`src/rtl/uart_tx_pkg.sv`:
```
// Shared constants for the UART TX front-end arbiter.
// Frame-scheduler state encodings and default widths/limits.
package uart_tx_pkg;

    localparam logic [1:0] ST_IDLE      = 2'd0;
    localparam logic [1:0] ST_LAUNCH    = 2'd1;
    localparam logic [1:0] ST_WAIT_BUSY = 2'd2;
    localparam logic [1:0] ST_WAIT_DONE = 2'd3;

    localparam int DEF_NUM_REQ      = 4;
    localparam int DEF_DATA_WIDTH   = 8;
    localparam int DEF_BUSY_TIMEOUT = 8;

    typedef logic [1:0] arb_state_t;

endpackage

```
`src/rtl/uart_tx_arbiter_rr_priority_picker.sv`:
```
// Combinational round-robin picker: first valid bit at or after rr_ptr,
// searching upward with wrap-around.
module rr_priority_picker #(
    parameter int NUM_REQ = 4,
    parameter int IDX_W   = 2
) (
    input  logic [NUM_REQ-1:0] req_valid,
    input  logic [IDX_W-1:0]   rr_ptr,
    output logic [NUM_REQ-1:0] winner_oh,
    output logic [IDX_W-1:0]   winner_idx
);

    int   pos;
    logic found;

    always_comb begin
        winner_oh  = '0;
        winner_idx = '0;
        found      = 1'b0;
        pos        = 0;
        for (int k = 0; k < NUM_REQ; k++) begin
            pos = int'(rr_ptr) + k;
            if (pos >= NUM_REQ) begin
                pos = pos - NUM_REQ;
            end
            if (!found && req_valid[pos[IDX_W-1:0]]) begin
                found                        = 1'b1;
                winner_oh[pos[IDX_W-1:0]]    = 1'b1;
                winner_idx                   = pos[IDX_W-1:0];
            end
        end
    end

endmodule

```
`src/rtl/uart_tx_arbiter.sv`:
```
// Round-robin scheduler sharing one UART TX core between NUM_REQ producers.
// Grants, latches the winner's byte/parity, launches and tracks the frame.
module uart_tx_arbiter
    import uart_tx_pkg::*;
#(
    parameter int NUM_REQ      = DEF_NUM_REQ,
    parameter int DATA_WIDTH   = DEF_DATA_WIDTH,
    parameter int BUSY_TIMEOUT = DEF_BUSY_TIMEOUT,
    localparam int IDX_W       = $clog2(NUM_REQ),
    localparam int CNT_W       = $clog2(BUSY_TIMEOUT + 1)
) (
    input  logic                          clk,
    input  logic                          rst,
    input  logic [NUM_REQ-1:0]            req_valid,
    input  logic [NUM_REQ*DATA_WIDTH-1:0] req_data,
    input  logic [NUM_REQ-1:0]            req_par_en,
    input  logic [NUM_REQ-1:0]            req_par_typ,
    output logic [NUM_REQ-1:0]            req_ready,
    output logic                          tx_data_valid,
    output logic [DATA_WIDTH-1:0]         tx_p_data,
    output logic                          tx_par_en,
    output logic                          tx_par_typ,
    input  logic                          tx_busy,
    output logic [IDX_W-1:0]              grant_id,
    output logic                          active,
    output logic                          err_timeout
);

    arb_state_t              state_q, state_d;
    logic [IDX_W-1:0]        rr_ptr_q, rr_ptr_d;
    logic [CNT_W-1:0]        cnt_q, cnt_d;
    logic [NUM_REQ-1:0]      req_ready_q, req_ready_d;
    logic                    dv_q, dv_d;
    logic [DATA_WIDTH-1:0]   data_q, data_d;
    logic                    par_en_q, par_en_d;
    logic                    par_typ_q, par_typ_d;
    logic [IDX_W-1:0]        grant_id_q, grant_id_d;
    logic                    active_q, active_d;
    logic                    err_q, err_d;

    logic [NUM_REQ-1:0]      win_oh;
    logic [IDX_W-1:0]        win_idx;
    logic [DATA_WIDTH-1:0]   win_data;
    logic                    win_par_en;
    logic                    win_par_typ;
    logic [IDX_W-1:0]        next_ptr;

    rr_priority_picker #(
        .NUM_REQ (NUM_REQ),
        .IDX_W   (IDX_W)
    ) u_picker (
        .req_valid  (req_valid),
        .rr_ptr     (rr_ptr_q),
        .winner_oh  (win_oh),
        .winner_idx (win_idx)
    );

    always_comb begin
        win_data    = '0;
        win_par_en  = 1'b0;
        win_par_typ = 1'b0;
        for (int i = 0; i < NUM_REQ; i++) begin
            if (win_oh[i]) begin
                win_data    = req_data[i*DATA_WIDTH +: DATA_WIDTH];
                win_par_en  = req_par_en[i];
                win_par_typ = req_par_typ[i];
            end
        end
    end

    // Both frame completion and timeout hand priority to the next index.
    assign next_ptr = (grant_id_q == IDX_W'(NUM_REQ - 1))
                    ? '0
                    : grant_id_q + IDX_W'(1);

    always_comb begin
        state_d     = state_q;
        rr_ptr_d    = rr_ptr_q;
        cnt_d       = cnt_q;
        grant_id_d  = grant_id_q;
        data_d      = data_q;
        par_en_d    = par_en_q;
        par_typ_d   = par_typ_q;
        active_d    = active_q;
        req_ready_d = '0;
        dv_d        = 1'b0;
        err_d       = 1'b0;
        unique case (state_q)
            ST_IDLE: begin
                if (|win_oh) begin
                    data_d      = win_data;
                    par_en_d    = win_par_en;
                    par_typ_d   = win_par_typ;
                    grant_id_d  = win_idx;
                    req_ready_d = win_oh;
                    dv_d        = 1'b1;
                    active_d    = 1'b1;
                    state_d     = ST_LAUNCH;
                end
            end
            ST_LAUNCH: begin
                cnt_d   = '0;
                state_d = ST_WAIT_BUSY;
            end
            ST_WAIT_BUSY: begin
                if (tx_busy) begin
                    state_d = ST_WAIT_DONE;
                end else begin
                    cnt_d = cnt_q + CNT_W'(1);
                    if (cnt_d == CNT_W'(BUSY_TIMEOUT)) begin
                        err_d    = 1'b1;
                        active_d = 1'b0;
                        rr_ptr_d = next_ptr;
                        state_d  = ST_IDLE;
                    end
                end
            end
            ST_WAIT_DONE: begin
                if (!tx_busy) begin
                    active_d = 1'b0;
                    rr_ptr_d = next_ptr;
                    state_d  = ST_IDLE;
                end
            end
            default: begin
                state_d = ST_IDLE;
            end
        endcase
    end

    always_ff @(posedge clk or negedge rst) begin
        if (!rst) begin
            state_q     <= ST_IDLE;
            rr_ptr_q    <= '0;
            cnt_q       <= '0;
            req_ready_q <= '0;
            dv_q        <= 1'b0;
            data_q      <= '0;
            par_en_q    <= 1'b0;
            par_typ_q   <= 1'b0;
            grant_id_q  <= '0;
            active_q    <= 1'b0;
            err_q       <= 1'b0;
        end else begin
            state_q     <= state_d;
            rr_ptr_q    <= rr_ptr_d;
            cnt_q       <= cnt_d;
            req_ready_q <= req_ready_d;
            dv_q        <= dv_d;
            data_q      <= data_d;
            par_en_q    <= par_en_d;
            par_typ_q   <= par_typ_d;
            grant_id_q  <= grant_id_d;
            active_q    <= active_d;
            err_q       <= err_d;
        end
    end

    assign req_ready     = req_ready_q;
    assign tx_data_valid = dv_q;
    assign tx_p_data     = data_q;
    assign tx_par_en     = par_en_q;
    assign tx_par_typ    = par_typ_q;
    assign grant_id      = grant_id_q;
    assign active        = active_q;
    assign err_timeout   = err_q;

endmodule

```
`config.mk`:
```
export PLATFORM = sky130hd
export DESIGN_NAME = uart_tx_arbiter
export DESIGN_NICKNAME = d
export VERILOG_FILES = /design/src/rtl/uart_tx_pkg.sv /design/src/rtl/uart_tx_arbiter_rr_priority_picker.sv /design/src/rtl/uart_tx_arbiter.sv
export SDC_FILE = /design/constraint.sdc
export NUM_CORES = 1
export LEC_CHECK = 0
export ABC_AREA = 1
export BUFFER_PORTS_ARGS = -buffer_cell sky130_fd_sc_hd__buf_2
export CAP_MARGIN = 20
export CORE_UTILIZATION = 35
export DETAILED_ROUTE_END_ITERATION = 8
export GPL_TIMING_DRIVEN = 0
export PLACE_DENSITY = 0.69
export SLEW_MARGIN = 15
export SYNTH_ARGS = -nofsm -noshare
export SYNTH_HDL_FRONTEND = slang
export SYNTH_SLANG_ARGS = --single-unit
```
`constraint.sdc`:
```
create_clock -name clk -period 2.35 [get_ports clk]
set_input_delay 0.1175 -clock clk [delete_from_list [all_inputs] [get_ports clk]]
set_output_delay 0.1175 -clock clk [all_outputs]
set_load 0.05 [all_outputs]
```
; After elaboration in Yosys (flattened, before gate mapping)
; Cells that the tools add are included.
[classes]
n_bitwise = 3
reduce_logical = 20
muxes = 67
eq_ne = 10
addsub = 9
order_cmp = 12
[op_table]
columns = cell, count
row1 = 2-bit 2-to-1 mux, 16
row2 = 8-bit 2-to-1 mux, 4
row3 = 1-bit 2-to-1 mux, 28
row4 = 4-bit 2-to-1 mux, 7
row5 = "2-bit by 3-bit less-than comparator with 1-bit output, second input constant", 4
row6 = 4-bit bitwise OR, 3
row7 = "3-bit >= comparator, second input constant", 3
row8 = 1-bit binary-select mux with 2-bit select, 4
row9 = 1-bit demux with 2-bit select, 4
row10 = "2-bit by 1-bit >= comparator with 1-bit output, second input constant", 4
row11 = "2-bit inequality test, second input constant", 4
row12 = 2-bit case mux with 4 select lines, 1
row13 = 4-bit case mux with 2 select lines, 1
row14 = "2-bit by 1-bit subtractor with 2-bit output, second input constant", 4
row15 = 1-bit logical AND, 7
row16 = "2-bit by 2-bit adder with 3-bit output, second input constant", 2
row17 = "2-bit == test, second input constant", 3
row18 = 5-bit AND reduction, 1
row19 = "4-bit by 1-bit adder with 4-bit output, second input constant", 1
row20 = "4-bit == test, second input constant", 1
row21 = 2-bit case mux with 2 select lines, 1
row22 = 2-bit AND reduction, 2
row23 = 4-bit AND reduction, 1
row24 = 2-bit nonzero test, 2
row25 = other kinds (11), 13
[word_totals]
output_inout_bits = 19
reg_bits = 27

; Longest topological paths before layout
[depth]
ltp_word = 18
ltp_mapped = 16
mapped_depth_nobuf = 15

; Hierarchy
; Synthesis repeated with hierarchy kept, for this count alone.
[hier_totals]
cells_unflattened = 296
area_unflattened_um2 = 2077.0
[by_module_without_submodules]
columns = mod, instances, cells_each, area_each_um2
row1 = uart_tx_arbiter, 1, 214, 1600.3
row2 = rr_priority_picker, 1, 82, 476.7

; Worst setup path after synthesis
; No wires, ideal clock.
[synth_path]
path_kind = reg2reg
startpoint = register rr_ptr_q[1]
endpoint = register data_q[0], in the netlist tx_p_data[0]
n_path_buf = 1
arrival_time_ns = 2.105
path_slack_ns = 0.122
t_required_ns = 2.227
stages_incl_launch_ff = 14
period_less_slack_ns = 2.228
path_cell_list = dfrtp_1 -> inv_1 -> ha_1 -> inv_1 -> nand3_1 -> nand2_1 -> nor2_2 -> a21oi_1 -> nand3_2 -> nor2_2 -> nand2_2 -> buf_4 -> a21oi_1 -> a21oi_2
[synth_between]
elab_chain_cells = 18
word_cells_on_any_way = 65
[synth_lines]
columns = element, line_no
row1 = "start, declared", uart_tx_arbiter.sv:30  ; logic [IDX_W-1:0] rr_ptr_q, rr_ptr_d;
row2 = "start signal, assigned", uart_tx_arbiter.sv:146  ; rr_ptr_q <= rr_ptr_d;
row3 = "parallel branches: the longest is 13 deep, another holds 2-bit by 1-bit adder with 3-bit output", n/a
row4 = 4-bit 2-to-1 mux (*), uart_tx_arbiter_rr_priority_picker.sv:26  ; if (!found && req_valid[pos[IDX_W-1:0]]) begin
row5 = 8-bit 2-to-1 mux (4 in series), uart_tx_arbiter.sv:63  ; if (win_oh[i]) begin
row6 = "end signal, assigned", uart_tx_arbiter.sv:150  ; data_q <= data_d;
row7 = "end, declared", uart_tx_arbiter.sv:34  ; logic [DATA_WIDTH-1:0] data_q, data_d;
; Every way passes the cells marked *. The select of a mux whose other input is x is not followed.
; A chain may end at the register's enable or synchronous reset.

; Worst setup path in the final report
[layout_path]
startpoint = register rr_ptr_q[0]
endpoint = register data_q[1], in the netlist tx_p_data[1]
; The elaborated chain is that of the path after synthesis.

==> results.rst <==
.. list-table::
   :header-rows: 1

   * - Metric
     - Value
   * - Mapped Nets
     - 362
   * - Global-route wire length before repair
     - 8520 microns
   * - Warnings from Yosys
     - 0
   * - Hold violation total from the final report
     - 0
   * - Drt drc
     - 0
   * - Number of nets with antenna violations after detailed routing
     - 0
   * - Setup Skew
     - 0.00324 ns
   * - Routability-driven placement congestion ratio
     - 0.863
   * - Critical path data required time
     - 2.52 ns
   * - Max-cap violations
     - 0
   * - Crit share post-route
     - 94.9%
   * - Boundary pin count
     - 66
   * - Reg clk slew, reported paths
     - 0.09 ns
   * - Die height
     - 80.7 microns
   * - Number of buffers between clock root and the deepest sink
     - 2
   * - Kind of end point of the critical path
     - flop
   * - Detailed-route wire length per cell
     - 11.8 microns
   * - Count of endpoints failing setup in the final report
     - 0
   * - Most numerous cell in the Yosys netlist
     - sky130_fd_sc_hd__nand2_1
   * - Estimated wirelength of the detail-placed design
     - 4020 microns
   * - Tightest Pin Transition
     - 0.582 ns
   * - Dpl cell area
     - 0.00259 sq mm
   * - Count of vias placed by the detailed router
     - 2204
   * - Hold Crit Class
     - in2reg
   * - Synth Register Bits
     - 27
   * - Setup repair after global routing missed its margin
     - true
   * - Min cycle time layout
     - 2.23 ns
   * - Net count reported at finish
     - 441
   * - Final Slew Violations
     - 0
   * - Area overhead of the layout relative to synthesis
     - 27.7%
   * - Die footprint
     - 0.00651 sq mm
   * - Start-to-end type of the worst setup path
     - reg2reg
   * - CTS tree
     - yes
   * - Mapped cell area
     - 0.00217 sq mm
   * - Result of the run
     - complete, no violations
   * - Count of mapped cells out of synthesis
     - 302
   * - Worst EP arrival
     - 2.40 ns
   * - Depth of the CTS H-tree
     - 1
   * - Floorplan row count
     - 28
   * - Maximum number of pins on one net before global-route repair
     - 28
   * - Total of buffers placed on input and output ports
     - 65
   * - Count of fill cells added during filler insertion
     - 605
   * - Sum Neg Setup Slack
     - 0 ns
   * - Most common library cells after synthesis
     - 76 x sky130_fd_sc_hd__nand2_1, 40 x sky130_fd_sc_hd__inv_1, 37 x sky130_fd_sc_hd__a21oi_1
   * - Most used flip-flop cell after synthesis
     - sky130_fd_sc_hd__dfrtp_1
   * - CP startpoint kind
     - flop
   * - GR Util All Layers
     - 16.8%
   * - Synth async-reset ratio
     - 100%
   * - Number of optimization iterations in the first detailed-route pass
     - 4
   * - Mean number of vias per cell
     - 4.84
   * - Highest fanout seen on the critical path
     - 11
   * - Initial DRC count
     - 120
   * - Clock buffer count from CTS
     - 3
   * - Library cells used by synthesis
     - 29
   * - Ratio of cells with drive above 1 in the final layout
     - 35.3%
   * - Initial antenna violation count
     - 0
   * - Overall routed net length
     - 5380 microns
   * - Most area-hungry cell type in the Yosys netlist
     - sky130_fd_sc_hd__dfrtp_1
   * - Seq/Total Area, Yosys
     - 31.2%
   * - Initial standard-cell utilization of the core
     - 36.4%
   * - Clock network latency to the later pin of the worst-skew pair
     - 0.27 ns
   * - Number of clock sinks
     - 27
   * - Cell at the root of the clock tree
     - sky130_fd_sc_hd__clkbuf_8
   * - Aggregate global routing overflow
     - 0
   * - Number of flops mapped to enable cells by yosys
     - 0
   * - Cell types with the largest area share after synthesis
     - sky130_fd_sc_hd__dfrtp_1 31%, sky130_fd_sc_hd__nand2_1 13%, sky130_fd_sc_hd__a21oi_1 8.5%
   * - Antenna diode count
     - 0
   * - Die extent in x
     - 80.7 microns
   * - Area of the core
     - 0.00596 sq mm
   * - Portion of synthesized cell area occupied by the leading cell type
     - 31.2%
   * - Highest clock frequency the design can meet
     - 0.449 GHz
   * - Final non-filler cell area
     - 0.00277 sq mm
   * - Slew Limit Headroom
     - 61.2%
   * - Synthesized area per cell
     - 7.18 sq um
   * - Via count of the first global-routing pass
     - 2010
per-layer routing:
metal	global-route usage (%)	up-vias	wire [microns]
met5	0	-	0
met4	3.93	0	48
met3	3.30	6	286
met2	29.9	66	2520
met1	20.6	1004	2530
li1	-	1128	-
critical path, stage by stage (launching register included):
cell and delay [ns]:
sky130_fd_sc_hd__dfrtp_1 0.40, sky130_fd_sc_hd__buf_6 0.15, sky130_fd_sc_hd__inv_8 0.10, sky130_fd_sc_hd__ha_4 0.22, sky130_fd_sc_hd__inv_2 0.08, sky130_fd_sc_hd__nand3_1 0.09
sky130_fd_sc_hd__nand2_2 0.10, sky130_fd_sc_hd__nor2_4 0.07, sky130_fd_sc_hd__a21oi_2 0.13, sky130_fd_sc_hd__nand3_2 0.16, sky130_fd_sc_hd__nor2_4 0.15, sky130_fd_sc_hd__nand2_2 0.07
sky130_fd_sc_hd__buf_4 0.18, sky130_fd_sc_hd__a21oi_1 0.18, sky130_fd_sc_hd__a21oi_2 0.04
layout by cell type, fill, tap and decap left out, types with 2 or more instances in the layout:
cell,Yosys,final
sky130_fd_sc_hd__nand2_1,76,75
sky130_fd_sc_hd__buf_2,5,68
sky130_fd_sc_hd__inv_1,40,37
sky130_fd_sc_hd__a21oi_1,37,32
sky130_fd_sc_hd__nand3_1,32,31
sky130_fd_sc_hd__dfrtp_1,27,26
sky130_fd_sc_hd__a21oi_2,10,15
sky130_fd_sc_hd__ha_1,13,12
sky130_fd_sc_hd__buf_4,2,11
sky130_fd_sc_hd__nor2_1,12,11
sky130_fd_sc_hd__nor2_2,10,8
sky130_fd_sc_hd__nand2_4,6,6
sky130_fd_sc_hd__o21ai_0,5,5
sky130_fd_sc_hd__nor2_4,1,4
sky130_fd_sc_hd__a21boi_0,4,4
sky130_fd_sc_hd__nand3_2,3,4
sky130_fd_sc_hd__nand4_1,4,4
sky130_fd_sc_hd__inv_2,1,3
sky130_fd_sc_hd__nand2_2,2,3
sky130_fd_sc_hd__clkbuf_8,0,3
sky130_fd_sc_hd__clkbuf_1,2,2
sky130_fd_sc_hd__nor3_1,2,2
cell type report:
| class | instances | area [sq um] | area share [%] |
|---|---|---|---|
| buffer | 11 | 83.8 | 3.03 |
| clock buffer | 3 | 41.3 | 1.49 |
| clock inverter | 1 | 5.00 | 0.181 |
| inverter | 42 | 168 | 6.06 |
| multi-input combinational | 222 | 1310 | 47.1 |
| sequential | 27 | 677 | 24.4 |
| tap | 75 | 93.8 | 3.39 |
| timing repair buffer | 74 | 395 | 14.3 |
flip-flops by register name, summed over array words and instances, names as in the netlist:
register       cells
err_timeout        1
rr_ptr_q           2
active             1
tx_par_typ         1
tx_p_data          8
tx_par_en          1
req_ready          4
grant_id           2
state_q            2
cnt_q              4
tx_data_valid      1
worst paths after layout:
check                                         from                        to  slack (ns)  cells past startpoint
max in group asynchronous                      rst   rr_ptr_q[1]$_DFFE_PN0P_        1.55                      2
hold reg to reg                 active$_DFFE_PN0P_        active$_DFFE_PN0P_        0.49                      2
min in group asynchronous                      rst     tx_par_en$_DFFE_PN0P_        0.37                      2
setup reg to reg           rr_ptr_q[0]$_DFFE_PN0P_  tx_p_data[1]$_DFFE_PN0P_        0.12                     14
hold / removal                        req_data[26]  tx_p_data[2]$_DFFE_PN0P_        0.18                      5
setup / recovery           rr_ptr_q[0]$_DFFE_PN0P_  tx_p_data[1]$_DFFE_PN0P_        0.12                     14
logic make-up (layout without fill, tap and decap cells):
group | count (synthesis) | after routing | share of synthesized area [%]
flip-flops | 27 | 27 | 31.2
buffers and inverters | 53 | 131 | 11.3
AO/OA/AOI/OAI | 59 | 59 | 16.2
adder cells (fa/ha/maj) | 13 | 13 | 7.50
XOR/XNOR | 1 | 1 | 0.404
AND/OR/NAND/NOR | 149 | 149 | 33.5
what timing repair did:
item | CTS | global route
hold buffers | 1 | 0
gates resized for setup | 6 | 14
endpoints found under the setup margin | 19 | 15
endpoints found under the hold margin | 27 | 0
pin swaps | 0 | 4
buffers inserted | 1 | 7
metrics by stage:
stage	setup slack (ns)	instances	utilization (%)	hold WS [ns]
floorplan	0.122	302	-	-0.178
global placement	-0.219	442	43.4	0.160
detailed placement	-0.266	442	43.4	0.165
CTS	0.0487	448	44.9	0.177
global route	-0.0214	455	46.5	0.194
finish	0.121	455	46.5	0.179
Power is left out: the tool's default activity adds up to more than one toggle a clock period on the data nets, which glitch-free logic cannot reach.
